===== config.mk =====
export PLATFORM = sky130hd
export DESIGN_NAME = spike_rate_decoder
export DESIGN_NICKNAME = d
export VERILOG_FILES = /design/src/rtl/snn_pkg.sv /design/src/rtl/spike_rate_decoder_window_timer.sv /design/src/rtl/spike_rate_decoder.sv
export SDC_FILE = /design/constraint.sdc
export NUM_CORES = 1
export LEC_CHECK = 0
export CAP_MARGIN = 10
export CORE_ASPECT_RATIO = 0.9
export CORE_MARGIN = 1
export CORE_UTILIZATION = 25
export CTS_BUF_LIST = sky130_fd_sc_hd__clkbuf_8
export DETAILED_ROUTE_END_ITERATION = 6
export GPL_TIMING_DRIVEN = 1
export MAX_ROUTING_LAYER = met4
export PLACE_DENSITY_LB_ADDON = 0.12
export RECOVER_POWER = 50
export SLEW_MARGIN = 40
export SYNTH_ARGS = -nofsm -noshare
export SYNTH_HDL_FRONTEND = slang
export SYNTH_SLANG_ARGS = --single-unit
export TNS_END_PERCENT = 100

===== constraint.sdc =====
create_clock -name clk -period 2.7 [get_ports clk]
set_clock_uncertainty 0.15 [all_clocks]
set_input_delay 0.27 -clock clk [delete_from_list [all_inputs] [get_ports clk]]
set_output_delay 0.27 -clock clk [all_outputs]
set_load 0.01 [all_outputs]

===== src/rtl/snn_pkg.sv =====
// Shared definitions for the spiking-neuron blocks.
//   CNT_W_DEF : default width of spike counters / rate outputs
//   WIN_W_DEF : default width of window lengths / window timers
//   state_e   : two-state decoder FSM encoding (IDLE, COUNT)
package snn_pkg;

    localparam int CNT_W_DEF = 8;
    localparam int WIN_W_DEF = 8;

    typedef enum logic [0:0] {
        ST_IDLE  = 1'b0,
        ST_COUNT = 1'b1
    } state_e;

endpackage : snn_pkg


===== src/rtl/spike_rate_decoder_window_timer.sv =====
// window_timer: measures out one counting window at a time.
//   clk, rst_n : clock, asynchronous active-low reset
//   run_i      : window enable; low abandons the window, next high cycle is cycle 0
//   len_i      : window length in cycles, sampled on cycle 0 only (0 = 2^WIN_W)
//   last_o     : high during the final cycle (N-1) of the current window
module window_timer
    import snn_pkg::*;
#(
    parameter int WIN_W = WIN_W_DEF
) (
    input  logic             clk,
    input  logic             rst_n,
    input  logic             run_i,
    input  logic [WIN_W-1:0] len_i,
    output logic             last_o
);

    // rem_q holds the cycles still to go after the current one.
    logic [WIN_W-1:0] rem_q, rem_d, cur_rem;
    // fresh_q marks that the next running cycle is window cycle 0.
    logic             fresh_q, fresh_d;

    always_comb begin
        // len-1 wraps 0 to all-ones, which gives the 2^WIN_W window for free.
        cur_rem = fresh_q ? (len_i - WIN_W'(1)) : rem_q;
        last_o  = run_i && (cur_rem == '0);
        rem_d   = rem_q;
        fresh_d = fresh_q;
        if (!run_i || last_o) begin
            fresh_d = 1'b1;
        end else begin
            fresh_d = 1'b0;
            rem_d   = cur_rem - WIN_W'(1);
        end
    end

    always_ff @(posedge clk or negedge rst_n) begin
        if (!rst_n) begin
            rem_q   <= '0;
            fresh_q <= 1'b1;
        end else begin
            rem_q   <= rem_d;
            fresh_q <= fresh_d;
        end
    end

endmodule : window_timer


===== src/rtl/spike_rate_decoder.sv =====
// spike_rate_decoder: counts rising edges of a neuron spike line over fixed
// windows and hands each window's count to a consumer.
//   clk, rst_n  : clock, asynchronous active-low reset
//   en          : decoding enable; dropping it abandons the current window
//   spike_in    : spike level (a spike is a 0->1 transition)
//   window_len  : window length in cycles, 0 = 2^WIN_W, sampled at window start
//   rate_out    : count of the last completed window (saturating)
//   rate_valid  : rate_out holds a result not yet taken by the consumer
//   rate_ready  : consumer takes rate_out on a cycle where rate_valid is high
//   overrun     : sticky, a pending result was overwritten; cleared by a handshake
//   busy        : window in progress (FSM in COUNT)
// Handshake: a transfer happens on every rising edge where rate_valid and
// rate_ready are both high; rate_valid never depends combinationally on
// rate_ready, and rate_out is stable while rate_valid is high until a new
// window ends.
module spike_rate_decoder
    import snn_pkg::*;
#(
    parameter int CNT_W = CNT_W_DEF,
    parameter int WIN_W = WIN_W_DEF
) (
    input  logic             clk,
    input  logic             rst_n,
    input  logic             en,
    input  logic             spike_in,
    input  logic [WIN_W-1:0] window_len,
    output logic [CNT_W-1:0] rate_out,
    output logic             rate_valid,
    input  logic             rate_ready,
    output logic             overrun,
    output logic             busy
);

    state_e           state_q, state_d;
    logic             prev_q;
    logic [CNT_W-1:0] cnt_q, cnt_d, cnt_inc;
    logic [CNT_W-1:0] rate_q, rate_d;
    logic             valid_q, valid_d;
    logic             ovr_q, ovr_d;
    logic             spike_edge, win_end, hs;

    window_timer #(.WIN_W(WIN_W)) u_timer (
        .clk    (clk),
        .rst_n  (rst_n),
        .run_i  (en),
        .len_i  (window_len),
        .last_o (win_end)
    );

    always_comb begin
        spike_edge = spike_in && !prev_q;
        hs         = valid_q && rate_ready;
        cnt_inc    = (spike_edge && (cnt_q != '1)) ? cnt_q + CNT_W'(1) : cnt_q;
        // The counter is cleared on window end and whenever en is low, so a
        // new window always begins from zero without a separate load.
        cnt_d      = (!en || win_end) ? '0 : cnt_inc;
        state_d    = en ? ST_COUNT : ST_IDLE;

        rate_d  = rate_q;
        valid_d = valid_q;
        ovr_d   = ovr_q;
        if (win_end) begin
            rate_d  = cnt_inc;
            valid_d = 1'b1;
            // Overwriting an untaken result sets the flag; a result that is
            // taken in this same cycle leaves it as it was.
            if (valid_q && !hs) begin
                ovr_d = 1'b1;
            end
        end else if (hs) begin
            valid_d = 1'b0;
            ovr_d   = 1'b0;
        end
    end

    always_ff @(posedge clk or negedge rst_n) begin
        if (!rst_n) begin
            state_q <= ST_IDLE;
            prev_q  <= 1'b0;
            cnt_q   <= '0;
            rate_q  <= '0;
            valid_q <= 1'b0;
            ovr_q   <= 1'b0;
        end else begin
            state_q <= state_d;
            prev_q  <= spike_in;
            cnt_q   <= cnt_d;
            rate_q  <= rate_d;
            valid_q <= valid_d;
            ovr_q   <= ovr_d;
        end
    end

    assign rate_out   = rate_q;
    assign rate_valid = valid_q;
    assign overrun    = ovr_q;
    assign busy       = (state_q == ST_COUNT);

endmodule : spike_rate_decoder


==> flow_summary.ini, run 1 <==
[sta]
rsz0062_at_grt = no
hold_violations = 0
setup_viol_count_final = 0
slew_headroom = -0.0528
slew_violations = 30
tightest_slew_ns = 1.58
totalNegativeSetupSlack_ns = 0
period_needed_ns = 2.49
min_period_over_period = 0.922
fmax_mhz = 402

[yosys]
synth_most_common_cell = dfrtp_1
post-synth-top-area-fraction = 0.391
synth_nets = 197
synthTopCellsByCount = dfrtp_1, nor2_1, inv_1, mux2i_1
synth.top_cells.by_area = dfrtp_1, mux2i_1, nor2_1
ys_warn_count = 0
ys_ff_latch = 29
yosysSeqAreaShare = 0.406
async_flop_share = 1.00
synth.avg_cell_area_um2 = 9.95
synth_flop_cell = dfrtp_1
syn_area_mm2 = 0.00179
netlist_instances = 180
ys_types = 54
synth_top_area_cell = dfrtp_1
synth_edf_count = 0

[placement]
dp_hpwl_um = 2890
port-buffer-count = 23
gp_congestion = 0.720
dpl_cell_area_mm2 = 0.00234

[critical_path]
worstSetupPathType = input port to flip-flop
slowest_stage = clkdlybuf4s50_1
end_kind = flip-flop
crit_path_max_incr_delay_ns = 0.51
critPathBufInv = 3
worstPathRequired_ns = 2.73
cp_max_fo = 4
cp_top_family = buffers and inverters
crit_path_cell_trace = clkdlybuf4s50_1, inv_1, ha_1, nor3b_2, mux2i_1, buf_4, nor3_1, a21oi_1, o221a_2, a311oi_1
start_kind = input port
worst_ep_arrival_time_ns = 2.52

[floorplan]
dieHeight_um = 82.3
rows = 28
start_util = 0.265
dieArea_mm2 = 0.00750
die_w_um = 91.2
io_pins = 24
core_area_mm2 = 0.00676

[hold_path]
hp-class = flip-flop to flip-flop

[grt]
grt_max_degree = 30
antenna_found_initial = 0
grt_pass1_wl_um = 6450
grt_pass1_vias = 1358
grt-ovfl-total = 0
grt_usage = 0.115

[drt]
dr.pass1.iters = 4
via_per_inst = 4.33
drt_wl_total_um = 3720
wl_per_cell_um = 11.3
drcViolationCount = 0
via_count = 1420
ant_nets = 0
drt_iter0_drc = 85

[pwr]
intPower_w = 0.00112
p_comb_frac = 0.401
irDropWorstVdd_mv = 0.241
finalPower_w = 0.00167
clkPwrFrac = 0.235
p_sw_frac = 0.331
p_seq_frac = 0.364
powerDensity_mw_per_mm2 = 684
p_sw_w = 0.000554
p_leak_nw = 1.12

[cells_and_area]
postLayoutCoreUtil = 0.361
nets = 254
area_growth_pct = 36.4
drive_gt1_frac = 0.239
final_area_mm2 = 0.00244
antenna-diode-count = 0

[clocking]
cts_resized = 0
postCtsSetupBuffers = 0
insertion_delay_ns = 0.28
cts_sinks = 29
hold_buffers = 0
cts_root_buffer = clkbuf_8
cts_max_path_buffers = 2
cts_tree = done
cts_htree_levels = 2
cts.clk_slew.worst_paths_ns = 0.06
cts_made_buffers = 5

[job]
drv_cap = 1

[run_status]
violations = max-capacitance violations, max-slew violations
status = complete, but fails checks
-- registers in the layout, indices dropped and copies added, names as in the netlist --
register	cells
u_timer.fresh_q	1
u_timer.rem_q	8
overrun	1
cnt_q	8
rate_valid	1
busy	1
rate_out	8
prev_q	1
-- worst paths after layout --
| path | start | endpoint | slack, ns | cells after the start |
|---|---|---|---|---|
| worst max-delay path | window_len[0] | u_timer.rem_q[7]$_DFFE_PN0N_ | 0.21 | 10 |
| worst min-delay path | u_timer.rem_q[2]$_DFFE_PN0N_ | u_timer.rem_q[2]$_DFFE_PN0N_ | 0.35 | 1 |
| worst max register to register | u_timer.fresh_q$_DFF_PN1_ | u_timer.rem_q[0]$_DFFE_PN0N_ | 0.39 | 8 |
| worst min register to register | u_timer.rem_q[2]$_DFFE_PN0N_ | u_timer.rem_q[2]$_DFFE_PN0N_ | 0.35 | 1 |
| max in group asynchronous | rst_n | cnt_q[2]$_DFF_PN0_ | 0.71 | 2 |
| min in group asynchronous | rst_n | u_timer.rem_q[7]$_DFFE_PN0N_ | 0.77 | 2 |
-- area by class of cell --
class	instances	area, um^2
inverter	16	60.1
clock inverter	1	5.00
sequential	29	727
timing repair buffer	53	464
fill	713	4320
multi-input combinational	132	977
tap	90	113
clock buffer	7	96.3
-- per-layer routing --
layer	part of all wire	up-vias	global-route usage
met5	0	-	-
met4	0.0048	0	0.0381
met3	0.032	2	0.0311
met2	0.45	15	0.177
met1	0.51	656	0.148
li1	-	747	-
-- power by group through the flow --
stage / Sequential, W / Clock [W] / Combinational, W
2_1_floorplan: 0.000622 / 0 / 0.000399
3_3_place_gp: 0.000616 / 0 / 0.000686
3_5_place_dp: 0.000619 / 0 / 0.000686
4_1_cts: 0.000611 / 0.000408 / 0.000689
5_1_grt: 0.000625 / 0.000433 / 0.000759
6_report: 0.000608 / 0.000392 / 0.000671
-- placed cells by master, fill, tap and decap left out, types with 3 or more instances in the layout --
cell type,synthesis,layout
dlygate4sd3_1,0,6
xor2_1,4,4
nand2_1,7,7
nor2_1,25,25
buf_4,2,28
o21ai_1,4,4
inv_1,15,15
ha_1,4,4
xnor2_1,7,7
o21a_1,3,3
a21oi_1,5,5
nor3_1,6,6
mux2_1,4,4
clkbuf_8,0,7
nor2b_1,3,3
nand4_1,4,4
mux2i_1,12,12
clkdlybuf4s50_1,0,17
dfrtp_1,28,28
-- stage by stage --
step / worst slack (ns) / cells / hold WS, ns
after floorplan: 0.222 / 180 / -0.176
after global placement: -0.0180 / 320 / 0.333
after detailed placement: -0.0769 / 320 / 0.336
after CTS: 0.211 / 328 / 0.252
after global routing: 0.0535 / 328 / 0.366
final: 0.211 / 328 / 0.348
-- kinds of logic after synthesis --
kind of cell | count (synthesis) | share of synthesized area
AND/OR/NAND/NOR | 68 | 0.225
AO/OA/AOI/OAI | 32 | 0.140
flip-flops | 29 | 0.406
buffers and inverters | 19 | 0.0482
multiplexers | 17 | 0.0985
XOR/XNOR | 11 | 0.0538
adder cells (fa/ha/maj) | 4 | 0.0280
Note: power is estimated with default switching activity, not from simulation.
==> run 2: changes to the inputs <==
- CAP_MARGIN: 10 -> 25
- CORE_UTILIZATION: 25 -> 46
==> run 2 against run 1 <==
Net effect: the run still ends with max-capacitance violations, max-slew violations left; combinational power is 5.2% lower; sequential share of layout area is 2.2 points higher; maximum frequency is 1.5% lower; register-to-register slack worse by 0.15 ns; wire length is 4.4% higher; cell area is 6.8% lower; total power is 4.2% lower; flip-flop and latch count stayed put; utilization is 25 points higher.
==> flow_summary.ini, run 2 (synthesized netlist as in run 1, its figures left out) <==
[run_status]
status = complete, but fails checks
violations = max-capacitance violations, max-slew violations

[critical_path]
end_kind = flip-flop
start_kind = input port
crit_path_max_incr_delay_ns = 0.54
worst_ep_arrival_time_ns = 2.55
cp_max_fo = 5
worstSetupPathType = input port to flip-flop
worstPathRequired_ns = 2.72
reg2regPathDepth = 9
r2r_end = u_timer.rem_q[7]$_DFFE_PN0N_
r2r-start = u_timer.fresh_q$_DFF_PN1_
crit_path_cell_trace = clkdlybuf4s50_1, inv_1, ha_1, nor3b_4, mux2i_1, nor4_4, buf_4, a21oi_1, o221a_2, a311oi_1
slowest_stage = clkdlybuf4s50_1
rrSetupSlack_ns = 0.24

[floorplan]
rows = 21
io_pins = 24
core_area_mm2 = 0.00373
die_w_um = 67.8
dieHeight_um = 61.2
dieArea_mm2 = 0.00415
start_util = 0.480

[clocking]
insertion_delay_ns = 0.27
cts_tree = done
postCtsSetupBuffers = 0
cts_made_buffers = 5
cts_sinks = 29
cts_root_buffer = clkbuf_8
cts_resized = 0
cts.clk_slew.worst_paths_ns = 0.06
cts_htree_levels = 2
cts_max_path_buffers = 2
hold_buffers = 0

[hold_path]
hp-class = flip-flop to flip-flop
hold_depth = 1
worstHoldEndpoint = u_timer.rem_q[2]$_DFFE_PN0N_
min_from = u_timer.rem_q[2]$_DFFE_PN0N_

[placement]
pre_cts_ws_ns = -0.169
dp_hpwl_um = 2930
dpl_cell_area_mm2 = 0.00218
gp_congestion = 0.851
port-buffer-count = 23
dp.cells = 263

[sta]
setup_viol_count_final = 0
slew_violations = 30
period_needed_ns = 2.53
min_period_over_period = 0.936
tightest_slew_ns = 1.55
slew_headroom = -0.0303
rsz0062_at_grt = no
fmax_mhz = 396
setup_ws_ns = 0.174
hold_violations = 0

[cells_and_area]
area_growth_pct = 27.1
mostFrequentLayoutCell = dfrtp_1
postLayoutCoreUtil = 0.610
nets = 241
stdcell_count = 270
antenna-diode-count = 0
final_cell_mix = dfrtp_1, nor2_1, clkdlybuf4s50_1
drive_gt1_frac = 0.192
final_area_mm2 = 0.00228

[drt]
met1_length_um = 1830
wl_met3_um = 138
dr.pass1.iters = 4
ant_nets = 0
wl_per_cell_um = 14.4
drt_iter0_drc = 65
top_layer_used = met4
via_per_inst = 5.50
wl_met2_um = 1890
via_count = 1484
drcViolationCount = 0
drt_wl_total_um = 3880

[grt]
antenna_found_initial = 0
grt-ovfl-total = 0
grt_pass1_wl_um = 6460
grt_pass1_vias = 1450
grt_max_degree = 30
grt_usage = 0.219

[pwr]
powerDensity_mw_per_mm2 = 703
p_leak_nw = 1.05
finalPower_w = 0.00160
irDropWorstVdd_mv = 0.506

[job]
drv_cap = 1
[run 2: cell types whose count changed in the layout (fill, tap and decap cells not counted), sizes merged]
cell	delta
buf	-13
clkbuf	-1
inv	+1
clkinv	-1
[run 2: area by class of cell]
type | instances | area (um^2)
inverter | 16 | 60.1
clock inverter | 1 | 3.75
timing repair buffer | 40 | 354
multi-input combinational | 132 | 991
clock buffer | 6 | 82.6
tap | 46 | 57.6
fill | 323 | 1460
sequential | 29 | 727
[run 2: per-layer routing]
metal / vias up / global-route usage
li1: 719 / -
met1: 734 / 0.268
met2: 29 / 0.352
met3: 2 / 0.0537
met4: 0 / 0.0760
met5: - / -
[run 2: worst max-delay path by stage]
stage / startpoint / end / slack [ns] / depth (start not counted)
floorplan: u_timer.fresh_q$_DFF_PN1_ / u_timer.rem_q[0]$_DFFE_PN0N_ / 0.22 / 9
global placement: window_len[0] / u_timer.rem_q[3]$_DFFE_PN0N_ / -0.03 / 10
detailed placement: window_len[0] / u_timer.rem_q[7]$_DFFE_PN0N_ / -0.17 / 10
CTS: window_len[0] / u_timer.rem_q[7]$_DFFE_PN0N_ / 0.11 / 10
global route: window_len[0] / u_timer.rem_q[7]$_DFFE_PN0N_ / 0.009 / 10
finish: window_len[0] / u_timer.rem_q[7]$_DFFE_PN0N_ / 0.17 / 10
[run 2: power by group]
part           total [W]  internal (W)  switching [W]
Sequential      0.000617      0.000545      0.0000722
Combinational   0.000636      0.000302       0.000334
Clock           0.000348      0.000198       0.000150
Total            0.00160       0.00104       0.000556
[run 2: per-stage QoR]
| stage | hold slack [ns] | TNS [ns] |
|---|---|---|
| after floorplan | -0.176 | 0 |
| after global placement | 0.338 | -0.271 |
| after detailed placement | 0.346 | -1.50 |
| after CTS | 0.241 | 0 |
| after global routing | 0.382 | 0 |
| final | 0.358 | 0 |
[run 2: critical path, delay by kind of cell]
family | cells | cell delay, ns
compound gates | 3 | 0.52
buf+inv | 3 | 0.81
mux | 1 | 0.20
simple gates | 2 | 0.53
fa+ha+maj | 1 | 0.23
==> run 3: changes to the inputs <==
- CORE_MARGIN: 1 -> default
==> results of run 3 <==
The final DEF is identical to that of run 2; final timing and power are the same.
